`src/rtl/console_type_detector_if.sv`:
```
// console_type_detector_if: PPU read probe inputs and console classification status
interface console_type_detector_if #(
    parameter int MCNT_W = 3
);
    logic              rd_evt;
    logic              rd_a13;
    logic              rd_not_a13;
    logic [1:0]        force_mode;
    logic              redetect;
    logic              hold_low;
    logic              probing;
    logic              done;
    logic              new_dendy;
    logic              timed_out;
    logic [MCNT_W-1:0] mismatch_cnt;

    modport master (
        output rd_evt, rd_a13, rd_not_a13, force_mode, redetect,
        input  hold_low, probing, done, new_dendy, timed_out, mismatch_cnt
    );

    modport slave (
        input  rd_evt, rd_a13, rd_not_a13, force_mode, redetect,
        output hold_low, probing, done, new_dendy, timed_out, mismatch_cnt
    );
endinterface

```
`src/rtl/console_type_detector.sv`:
```
// console_type_detector: holds CIRAM/A13 low, then probes PPU reads to classify classic vs new famiclone
module console_type_detector #(
    parameter int INIT_CYCLES        = 15,
    parameter int SAMPLES_PER_LEVEL  = 2,
    parameter int MISMATCH_THRESHOLD = 1,
    parameter int TIMEOUT_CYCLES     = 0,
    parameter int MCNT_W             = 3
) (
    input logic m2,
    input logic rst_n,
    console_type_detector_if.slave bus
);
    localparam int IW = $clog2(INIT_CYCLES + 1);
    localparam int LW = $clog2(SAMPLES_PER_LEVEL + 1);
    localparam int TW = $clog2(TIMEOUT_CYCLES + 2);
    localparam logic [IW-1:0]     INIT_LAST = IW'(INIT_CYCLES - 1);
    localparam logic [LW-1:0]     SPL       = LW'(SAMPLES_PER_LEVEL);
    localparam logic [TW-1:0]     TMO       = TW'(TIMEOUT_CYCLES);
    localparam logic [MCNT_W-1:0] MMAX      = '1;

    typedef enum logic [1:0] {INIT, PROBE, DONE} state_t;

    state_t            state, state_nx;
    logic [IW-1:0]     icnt, icnt_nx;
    logic [LW-1:0]     lvl0, lvl0_nx, lvl1, lvl1_nx;
    logic [TW-1:0]     tcnt, tcnt_nx;
    logic [MCNT_W-1:0] mcnt, mcnt_nx;
    logic              dec, dec_nx, tout, tout_nx;
    logic              take, full, expire;

    always_ff @(posedge m2) begin
        if (!rst_n) state <= INIT;
        else        state <= state_nx;
    end

    always_ff @(posedge m2) begin
        if (!rst_n) begin
            icnt <= '0;
            lvl0 <= '0;
            lvl1 <= '0;
            tcnt <= '0;
            mcnt <= '0;
            dec  <= 1'b0;
            tout <= 1'b0;
        end else begin
            icnt <= icnt_nx;
            lvl0 <= lvl0_nx;
            lvl1 <= lvl1_nx;
            tcnt <= tcnt_nx;
            mcnt <= mcnt_nx;
            dec  <= dec_nx;
            tout <= tout_nx;
        end
    end

    // Events at a level that already has its quota are dropped, mismatches included.
    always_comb begin
        state_nx = state;
        icnt_nx  = icnt;
        lvl0_nx  = lvl0;
        lvl1_nx  = lvl1;
        tcnt_nx  = tcnt;
        mcnt_nx  = mcnt;
        dec_nx   = dec;
        tout_nx  = tout;
        full     = 1'b0;
        expire   = 1'b0;
        take     = bus.rd_evt && (bus.rd_a13 ? lvl1 < SPL : lvl0 < SPL);
        if (bus.redetect) begin
            state_nx = INIT;
            icnt_nx  = '0;
            lvl0_nx  = '0;
            lvl1_nx  = '0;
            tcnt_nx  = '0;
            mcnt_nx  = '0;
            dec_nx   = 1'b0;
            tout_nx  = 1'b0;
        end else if (state == INIT) begin
            icnt_nx  = icnt == INIT_LAST ? icnt : icnt + 1'b1;
            state_nx = icnt == INIT_LAST ? PROBE : INIT;
        end else if (state == PROBE) begin
            lvl0_nx = lvl0 + LW'(take && !bus.rd_a13);
            lvl1_nx = lvl1 + LW'(take && bus.rd_a13);
            mcnt_nx = mcnt + MCNT_W'(take && (bus.rd_a13 == bus.rd_not_a13) && mcnt != MMAX);
            tcnt_nx = tcnt + TW'(tcnt != TMO);
            full    = lvl0_nx == SPL && lvl1_nx == SPL;
            expire  = TIMEOUT_CYCLES != 0 && tcnt_nx == TMO;
            if (full || expire) begin
                state_nx = DONE;
                dec_nx   = int'(mcnt_nx) >= MISMATCH_THRESHOLD;
                tout_nx  = !full;
            end
        end
    end

    assign bus.hold_low     = state == INIT;
    assign bus.probing      = state == PROBE;
    assign bus.done         = state == DONE;
    assign bus.timed_out    = tout;
    assign bus.mismatch_cnt = mcnt;
    assign bus.new_dendy    = state == DONE &&
                              (bus.force_mode == 2'b01 ? 1'b0 :
                               bus.force_mode == 2'b10 ? 1'b1 : dec);
endmodule

```
`src/flat_wrapper.sv`:
```
// flat-port wrapper written by rule: the top's interface ports become plain ports
module console_type_detector_flat 
#(
    parameter int INIT_CYCLES        = 15,
    parameter int SAMPLES_PER_LEVEL  = 2,
    parameter int MISMATCH_THRESHOLD = 1,
    parameter int TIMEOUT_CYCLES     = 0,
    parameter int MCNT_W             = 3
)
  (m2, rst_n, bus_rd_evt, bus_rd_a13, bus_rd_not_a13, bus_force_mode, bus_redetect, bus_hold_low, bus_probing, bus_done, bus_new_dendy, bus_timed_out, bus_mismatch_cnt);
  console_type_detector_if #(.MCNT_W(MCNT_W)) bus_i ();
  input logic m2;
  input logic rst_n;
  input wire logic [$bits(bus_i.rd_evt)-1:0] bus_rd_evt;
  input wire logic [$bits(bus_i.rd_a13)-1:0] bus_rd_a13;
  input wire logic [$bits(bus_i.rd_not_a13)-1:0] bus_rd_not_a13;
  input wire logic [$bits(bus_i.force_mode)-1:0] bus_force_mode;
  input wire logic [$bits(bus_i.redetect)-1:0] bus_redetect;
  output wire logic [$bits(bus_i.hold_low)-1:0] bus_hold_low;
  output wire logic [$bits(bus_i.probing)-1:0] bus_probing;
  output wire logic [$bits(bus_i.done)-1:0] bus_done;
  output wire logic [$bits(bus_i.new_dendy)-1:0] bus_new_dendy;
  output wire logic [$bits(bus_i.timed_out)-1:0] bus_timed_out;
  output wire logic [$bits(bus_i.mismatch_cnt)-1:0] bus_mismatch_cnt;
  assign bus_i.rd_evt = bus_rd_evt;
  assign bus_i.rd_a13 = bus_rd_a13;
  assign bus_i.rd_not_a13 = bus_rd_not_a13;
  assign bus_i.force_mode = bus_force_mode;
  assign bus_i.redetect = bus_redetect;
  assign bus_hold_low = bus_i.hold_low;
  assign bus_probing = bus_i.probing;
  assign bus_done = bus_i.done;
  assign bus_new_dendy = bus_i.new_dendy;
  assign bus_timed_out = bus_i.timed_out;
  assign bus_mismatch_cnt = bus_i.mismatch_cnt;
  console_type_detector #(.INIT_CYCLES(INIT_CYCLES), .SAMPLES_PER_LEVEL(SAMPLES_PER_LEVEL), .MISMATCH_THRESHOLD(MISMATCH_THRESHOLD), .TIMEOUT_CYCLES(TIMEOUT_CYCLES), .MCNT_W(MCNT_W)) u_core (.m2(m2), .rst_n(rst_n), .bus(bus_i));
endmodule
```
`config.mk`:
```
export PLATFORM = sky130hd
export DESIGN_NAME = console_type_detector_flat
export DESIGN_NICKNAME = d
export VERILOG_FILES = /design/src/rtl/console_type_detector_if.sv /design/src/rtl/console_type_detector.sv /design/src/flat_wrapper.sv
export SDC_FILE = /design/constraint.sdc
export NUM_CORES = 1
export LEC_CHECK = 0
export ABC_AREA = 1
export BUFFER_PORTS_ARGS = -buffer_cell sky130_fd_sc_hd__buf_2
export CORE_MARGIN = 2
export CORE_UTILIZATION = 40
export DETAILED_ROUTE_END_ITERATION = 6
export PLACE_DENSITY = 0.61
export SETUP_SLACK_MARGIN = 0.4
export SYNTH_ARGS = -nofsm -noshare
export SYNTH_HDL_FRONTEND = slang
export SYNTH_SLANG_ARGS = --single-unit
```
`constraint.sdc`:
```
create_clock -name m2 -period 3.4 [get_ports m2]
set_input_delay 0.17 -clock m2 [delete_from_list [all_inputs] [get_ports m2]]
set_output_delay 0.17 -clock m2 [all_outputs]
set_load 0.005 [all_outputs]
```
==> summary.md, run 1 <==
| Metric | Value |
|---|---|
| Final net count | `138` |
| Fin util | `50.9%` |
| All-Layer GR Usage | `16.0%` |
| Unique masters post-synth | `19` |
| Clock Power Share | `34.3%` |
| Setup Buffers After CTS | `0` |
| Worst slew pin tran | `0.345 ns` |
| H-tree depth reported by CTS | `1` |
| Routed Antenna Nets | `0` |
| Post-cts hold buffer count | `0` |
| Max Freq | `0.532 GHz` |
| Net Count, Synth | `118` |
| CTS Buf Count | `3` |
| Status | `finished clean` |
| Total Routed Length | `1500 um` |
| Total grt overflow | `0` |
| Synth warnings | `0` |
| Global placer's final weighted congestion | `0.771` |
| Largest net degree at the start of global routing | `11` |
| Hold Path Class | `primary input to flop` |
| Final setup TNS | `0 ns` |
| Skew final | `0.00102 ns` |
| Maxcap violations | `0` |
| Crit-path max FO | `4` |
| Internal power | `0.000231 W` |
| Root buf cell | `clkbuf_4` |
| Sw Share | `22.9%` |
| Chip width | `48 um` |
| Share of post-route cells with drive strength above 1 | `19.5%` |
| Yosys reg bits | `15` |
| Post-DP HPWL | `1150 um` |
| Power Density | `330 nW/um^2` |
| Setup CP Type | `flop to flop` |
| Synth area leaders | `dfxtp_1 39%, nor2_1 11%, ha_1 9.7%, nand2_1 7.8%, o21ai_0 5.8%` |
| Crit start category | `flop` |
| Slew HR | `76.9%` |
| Worst Path Required | `3.59 ns` |
| Longest Clk Path Bufs | `2` |
| VDD IR max | `178 uV` |
| Worst R2R Start | `u_core.lvl1[1]` |
| Area growth syn-to-layout | `17.1%` |
| DR iter-0 viols | `7` |
| Most frequent cells in the layout | `23 x nor2_1, 16 x nand2_1, 15 x buf_2, 15 x dfxtp_1, 11 x inv_1` |
| Fin. Hold Viols | `0` |
| Tcrit/Tclk final | `55.3%` |
| RSZ-0062 raised after global routing | `false` |
| IO Count | `16` |
| Final worst slack | `1.52 ns` |
| Wire per inst | `10.2 um` |
| Commonest non-fill, non-tap cell in the layout | `nor2_1` |
| DIE HEIGHT | `48 um` |
| CTS tree | `yes` |
| Worst EP arrival | `2.07 ns` |
| Switching power | `0.0000684 W` |
| Final worst path period need | `1.88 ns` |
| CP endpoint kind | `flop` |
| Core Area | `1780 sq um` |
| CTS sink count | `15` |
| Most area-hungry cell type in the Yosys netlist | `dfxtp_1` |
| Global-route wire length before repair | `2440 um` |
| Vias | `686` |
| Vias in the first global route | `584` |
| Post-Syn Area per Cell | `7.45 sq um` |
| Top-area cell type share of the netlist area | `38.8%` |
| Diode count | `0` |
| Synthesized area | `774 sq um` |
| Sequential share of the synthesized area | `38.8%` |
| Leak | `0.420 nW` |
| Comb pwr share | `6.4%` |
| Drt first pass iters | `3` |
| Resized Gates After CTS | `0` |
| Crit. Startpoint | `u_core.lvl1[1]` |
| Final setup violation count | `0` |
| Hold_sp | `bus_redetect` |
| Via density | `4.64` |
| Clock slew at reported path FFs | `0.09 ns` |
| Worst-Skew Late Latency | `0.28 ns` |
| Initial antenna violation count | `0` |
| Part of the power in registers | `59.4%` |
| Post-synthesis cell count | `104` |
| DRC viols | `0` |
| Starting density of the core | `43.4%` |
| Rows | `15` |
| Final slew viol count | `0` |
| Port-buffer cells | `15` |
| Die area | `2300 sq um` |
| DP Worst Slack | `1.53 ns` |
-- worst max-delay path, cell delays in order, from the launching register on --
cell and delay (ns):
dfxtp_1 0.33, a21boi_0 0.22, o21ai_0 0.15, nor3_1 0.16
ha_1 0.18, ha_1 0.23, or2_2 0.27, nor2_1 0.10
nand2_1 0.05, nand2_1 0.05, nor2_1 0.03
-- through the flow --
| stage | hold slack, ns | cell area, sq um | total power [W] | std cells |
|---|---|---|---|---|
| 2_1_floorplan | 0.354 | 774 | 0.000193 | 104 |
| 3_3_place_gp | 0.459 | 881 | 0.000201 | 144 |
| 3_5_place_dp | 0.464 | 881 | 0.000201 | 144 |
| 4_1_cts | 0.185 | 907 | 0.000305 | 148 |
| 5_1_grt | 0.198 | 907 | 0.000317 | 148 |
| 6_report | 0.185 | 907 | 0.000299 | 148 |
-- synthesized netlist by cell type --
library cell	n
a211oi_1	1
a21boi_0	1
a21oi_1	6
and3_1	1
dfxtp_1	15
ha_1	6
inv_1	11
inv_2	1
nand2_1	16
nand3_1	3
nand3_4	1
nor2_1	23
nor2_2	1
nor2_4	2
nor3_1	2
nor3b_1	1
o21ai_0	9
or2_2	1
xor2_1	3
-- final timing paths --
check                           depth (start not counted)                   end  slack (ns)
worst max-delay path                                   10            u_core.dec        1.52
worst min-delay path                                    4            u_core.dec        0.18
worst max register to register                         10            u_core.dec        1.52
worst min register to register                          1  u_core.bus.timed_out        0.48
-- area by class of cell --
type,instances,area (sq um)
Clock buffer,4,26.3
Inverter,12,45.0
Timing Repair Buffer,15,75.1
Fill cell,202,876
Multi-Input combinational cell,77,429
Tap cell,25,31.3
Sequential cell,15,300
-- sequential cells by signal (all words and copies together) (netlist names) --
signal and count:
u_core.bus.timed_out 1, u_core.lvl1 2, u_core.bus.mismatch_cnt 3, u_core.icnt 4, u_core.lvl0 2, u_core.dec 1, u_core.state 2
-- power groups by stage --
| stage | clock (W) | sequential (W) | combinational, W |
|---|---|---|---|
| 2_1_floorplan | 0 | 0.000182 | 0.0000118 |
| 3_3_place_gp | 0 | 0.000182 | 0.0000190 |
| 3_5_place_dp | 0 | 0.000182 | 0.0000194 |
| 4_1_cts | 0.000108 | 0.000178 | 0.0000195 |
| 5_1_grt | 0.000117 | 0.000178 | 0.0000222 |
| 6_report | 0.000103 | 0.000178 | 0.0000191 |
-- metal layers --
| metal | vias up | routed length [um] | GRT usage (%) |
|---|---|---|---|
| met3 | 4 | 96 | 7.17 |
| met4 | 0 | 20 | 6.49 |
| met2 | 16 | 634 | 22.7 |
| li1 | 373 | - | - |
| met1 | 293 | 753 | 21.0 |
| met5 | - | 0 | 0 |
-- cell families after synthesis --
| kind of cell | share of synthesized area [%] |
|---|---|
| AO/OA/AOI/OAI | 11.6 |
| flip-flops | 38.8 |
| buffers and inverters | 5.82 |
| XOR/XNOR | 3.39 |
| AND/OR/NAND/NOR | 30.7 |
| adder cells (fa/ha/maj) | 9.69 |
No activity file was read; power rests on OpenSTA's default activity.
==> run 2: changes to the inputs <==
Clock period 3.4 ns to 1.9 ns, I/O delays scaled along.
==> summary.md, run 2 (synthesis gave the netlist of run 1 again) <==
| Metric | Value |
|---|---|
| Max reg flops | `4 (unchanged)` |
| Top reg by flops | `u_core.icnt (unchanged)` |
| DIE HEIGHT | `48 um (unchanged)` |
| Core Area | `1780 sq um (unchanged)` |
| Initial antenna violation count | `0 (unchanged)` |
| Worst-Skew Late Latency | `0.29 ns (was 0.28 ns)` |
| Via density | `4.85 (was 4.64)` |
| CTS tree | `yes (unchanged)` |
| Global placer's final weighted congestion | `0.766 (was 0.771)` |
| Vias | `723 (was 686)` |
| Final net count | `139 (was 138)` |
| Internal power | `0.000412 W (was 0.000231 W)` |
| Sw Share | `24.3% (was 22.9%)` |
| Maxcap violations | `0 (unchanged)` |
| DR iter-0 viols | `6 (was 7)` |
| CP Cell Sequence | `and3_1, nor3_1, ha_2, ha_4, or2_4, nor2_2, nand2_1, nand2_1, nor2_1 (was a21boi_0, o21ai_0, nor3_1, ha_1, ha_1, or2_2, nor2_1, nand2_1, nand2_1, nor2_1)` |
| Rows | `15 (unchanged)` |
| WL met3 | `67 um (was 96 um)` |
| Worst EP arrival | `1.89 ns (was 2.07 ns)` |
| Setup CP Type | `flop to flop (unchanged)` |
| Vias in the first global route | `570 (was 584)` |
| Crit-path max FO | `4 (unchanged)` |
| All-Layer GR Usage | `16.8% (was 16.0%)` |
| Part of the power in registers | `58.4% (was 59.4%)` |
| Fin util | `53.3% (was 50.9%)` |
| Most frequent cells in the layout | `22 x nor2_1, 16 x nand2_1, 15 x buf_2, 13 x dfxtp_1, 11 x inv_1 (was 23 x nor2_1, 16 x nand2_1, 15 x buf_2, 15 x dfxtp_1, 11 x inv_1)` |
| Longest Clk Path Bufs | `2 (unchanged)` |
| CP endpoint kind | `flop (unchanged)` |
| Largest net degree at the start of global routing | `11 (unchanged)` |
| Clock Power Share | `34.6% (was 34.3%)` |
| Met2 routed WL | `728 um (was 634 um)` |
| Worst path max stage delay | `0.36 ns (was 0.33 ns)` |
| Global-route wire length before repair | `2540 um (was 2440 um)` |
| Fillers | `170 (was 202)` |
| Total Routed Length | `1600 um (was 1500 um)` |
| Share of post-route cells with drive strength above 1 | `26.6% (was 19.5%)` |
| CP delay by family, top | `simple AND/OR/NAND/NOR gates (unchanged)` |
| Final worst path period need | `1.70 ns (was 1.88 ns)` |
| Worst path slowest cell | `dfxtp_1 (unchanged)` |
| H-tree depth reported by CTS | `1 (unchanged)` |
| M1 WL | `767 um (was 753 um)` |
| Starting density of the core | `43.4% (unchanged)` |
| Comb pwr share | `7.0% (was 6.4%)` |
| CTS Buf Count | `3 (unchanged)` |
| Skew final | `0.00517 ns (was 0.00102 ns)` |
| DRC viols | `0 (unchanged)` |
| Post-DP HPWL | `1210 um (was 1150 um)` |
| Top sig layer | `met4 (unchanged)` |
| RSZ-0062 raised after global routing | `true (was false)` |
| Status | `finished clean (unchanged)` |
| Max Freq | `0.587 GHz (was 0.532 GHz)` |
| Root buf cell | `clkbuf_4 (unchanged)` |
| Commonest non-fill, non-tap cell in the layout | `nor2_1 (unchanged)` |
| Final setup TNS | `0 ns (unchanged)` |
| Power Density | `573 nW/um^2 (was 330 nW/um^2)` |
| Die area | `2300 sq um (unchanged)` |
| VDD IR max | `360 uV (was 178 uV)` |
| Total grt overflow | `0 (unchanged)` |
| Post-cts hold buffer count | `0 (unchanged)` |
| Crit path top cell by count | `nand2_1` |
| Hold Path Class | `primary input to flop (unchanged)` |
| Routed Antenna Nets | `0 (unchanged)` |
| Final slew viol count | `0 (unchanged)` |
| IO Count | `16 (unchanged)` |
| Leak | `0.425 nW (was 0.420 nW)` |
| Tot Pwr | `0.000544 W (was 0.000299 W)` |
| Chip width | `48 um (unchanged)` |
| Diode count | `0 (unchanged)` |
| Fin. Hold Viols | `0 (unchanged)` |
| Crit start category | `flop (unchanged)` |
| Final setup violation count | `0 (unchanged)` |
| Switching power | `0.000132 W (was 0.0000684 W)` |
| CTS sink count | `15 (unchanged)` |
| Tcrit/Tclk final | `89.7% (was 55.3%)` |
| Area growth syn-to-layout | `22.6% (was 17.1%)` |
| Clock slew at reported path FFs | `0.09 ns (about the same)` |
| Port-buffer cells | `15 (unchanged)` |
| Slew HR | `78.0% (was 76.9%)` |
| Worst slew pin tran | `0.329 ns (was 0.345 ns)` |
| Worst Path Required | `2.09 ns (was 3.59 ns)` |
| Worst path bufs/invs | `0 (unchanged)` |
| Drt first pass iters | `4 (was 3)` |
| Wire per inst | `10.7 um (was 10.2 um)` |
==> run 2: changes by cell type in the layout (fill, tap and decap cells not counted), sizes merged <==
cell | before | now
buf | 15 | 16
clkbuf | 4 | 3
clkinv | 0 | 1
==> run 2: repair_timing <==
item | 4_1_cts | 5_1_grt
endpoints found under the setup margin | 6 | 6
cloned | 0 | 0
setup buffers | 1 | 0
endpoints found under the hold margin | 0 | 0
pin swaps | 6 | 0
gates resized for setup | 2 | 1
==> run 2: metrics by stage <==
| step | std cells | area, sq um | setup slack, ns | hold slack (ns) |
|---|---|---|---|---|
| final | 149 | 950 | 0.196 | 0.103 |
| after global routing | 149 | 950 | 0.0949 | 0.126 |
| after CTS | 149 | 942 | 0.204 | 0.0986 |
| after detailed placement | 144 | 903 | 0.148 | 0.409 |
| after global placement | 144 | 903 | 0.199 | 0.413 |
| after floorplan | 104 | 797 | 0.249 | 0.241 |
==> run 2: final timing paths <==
kind / start / end / slack [ns] / cells after the start
max reg2reg: u_core.bus.mismatch_cnt[2] / u_core.dec / 0.20 / 9
min reg2reg: u_core.bus.timed_out / u_core.bus.timed_out / 0.47 / 1
min: bus_redetect / u_core.dec / 0.10 / 4
max: u_core.bus.mismatch_cnt[2] / u_core.dec / 0.20 / 9
==> run 2: layout make-up <==
class / count / area [sq um] / area share (%)
clock buffer: 3 / 22.5 / 2.37
clock inverter: 1 / 5.00 / 0.527
inverter: 12 / 45.0 / 4.74
multi-input combinational: 77 / 460 / 48.5
sequential: 15 / 303 / 31.9
tap: 25 / 31.3 / 3.29
timing repair buffer: 16 / 82.6 / 8.70
==> run 2: metal layers <==
metal / vias up / global-route usage [%]
met5: - / 0
met4: 0 / 9.73
met3: 4 / 4.53
met2: 22 / 25.9
met1: 326 / 20.8
li1: 371 / -
==> run 2: tightest hold or removal path, delay by kind of cell <==
kind,cells,cell delay (ns)
and+or+nand+nor,3,0.17
buffers and inverters,1,0.08
==> run 2: power by group through the flow <==
| stage | sequential, W | combinational, W | clock [W] |
|---|---|---|---|
| finish | 0.000318 | 0.0000379 | 0.000188 |
| global route | 0.000319 | 0.0000434 | 0.000215 |
| CTS | 0.000318 | 0.0000383 | 0.000199 |
| detailed placement | 0.000325 | 0.0000372 | 0 |
| global placement | 0.000325 | 0.0000366 | 0 |
| floorplan | 0.000325 | 0.0000230 | 0 |
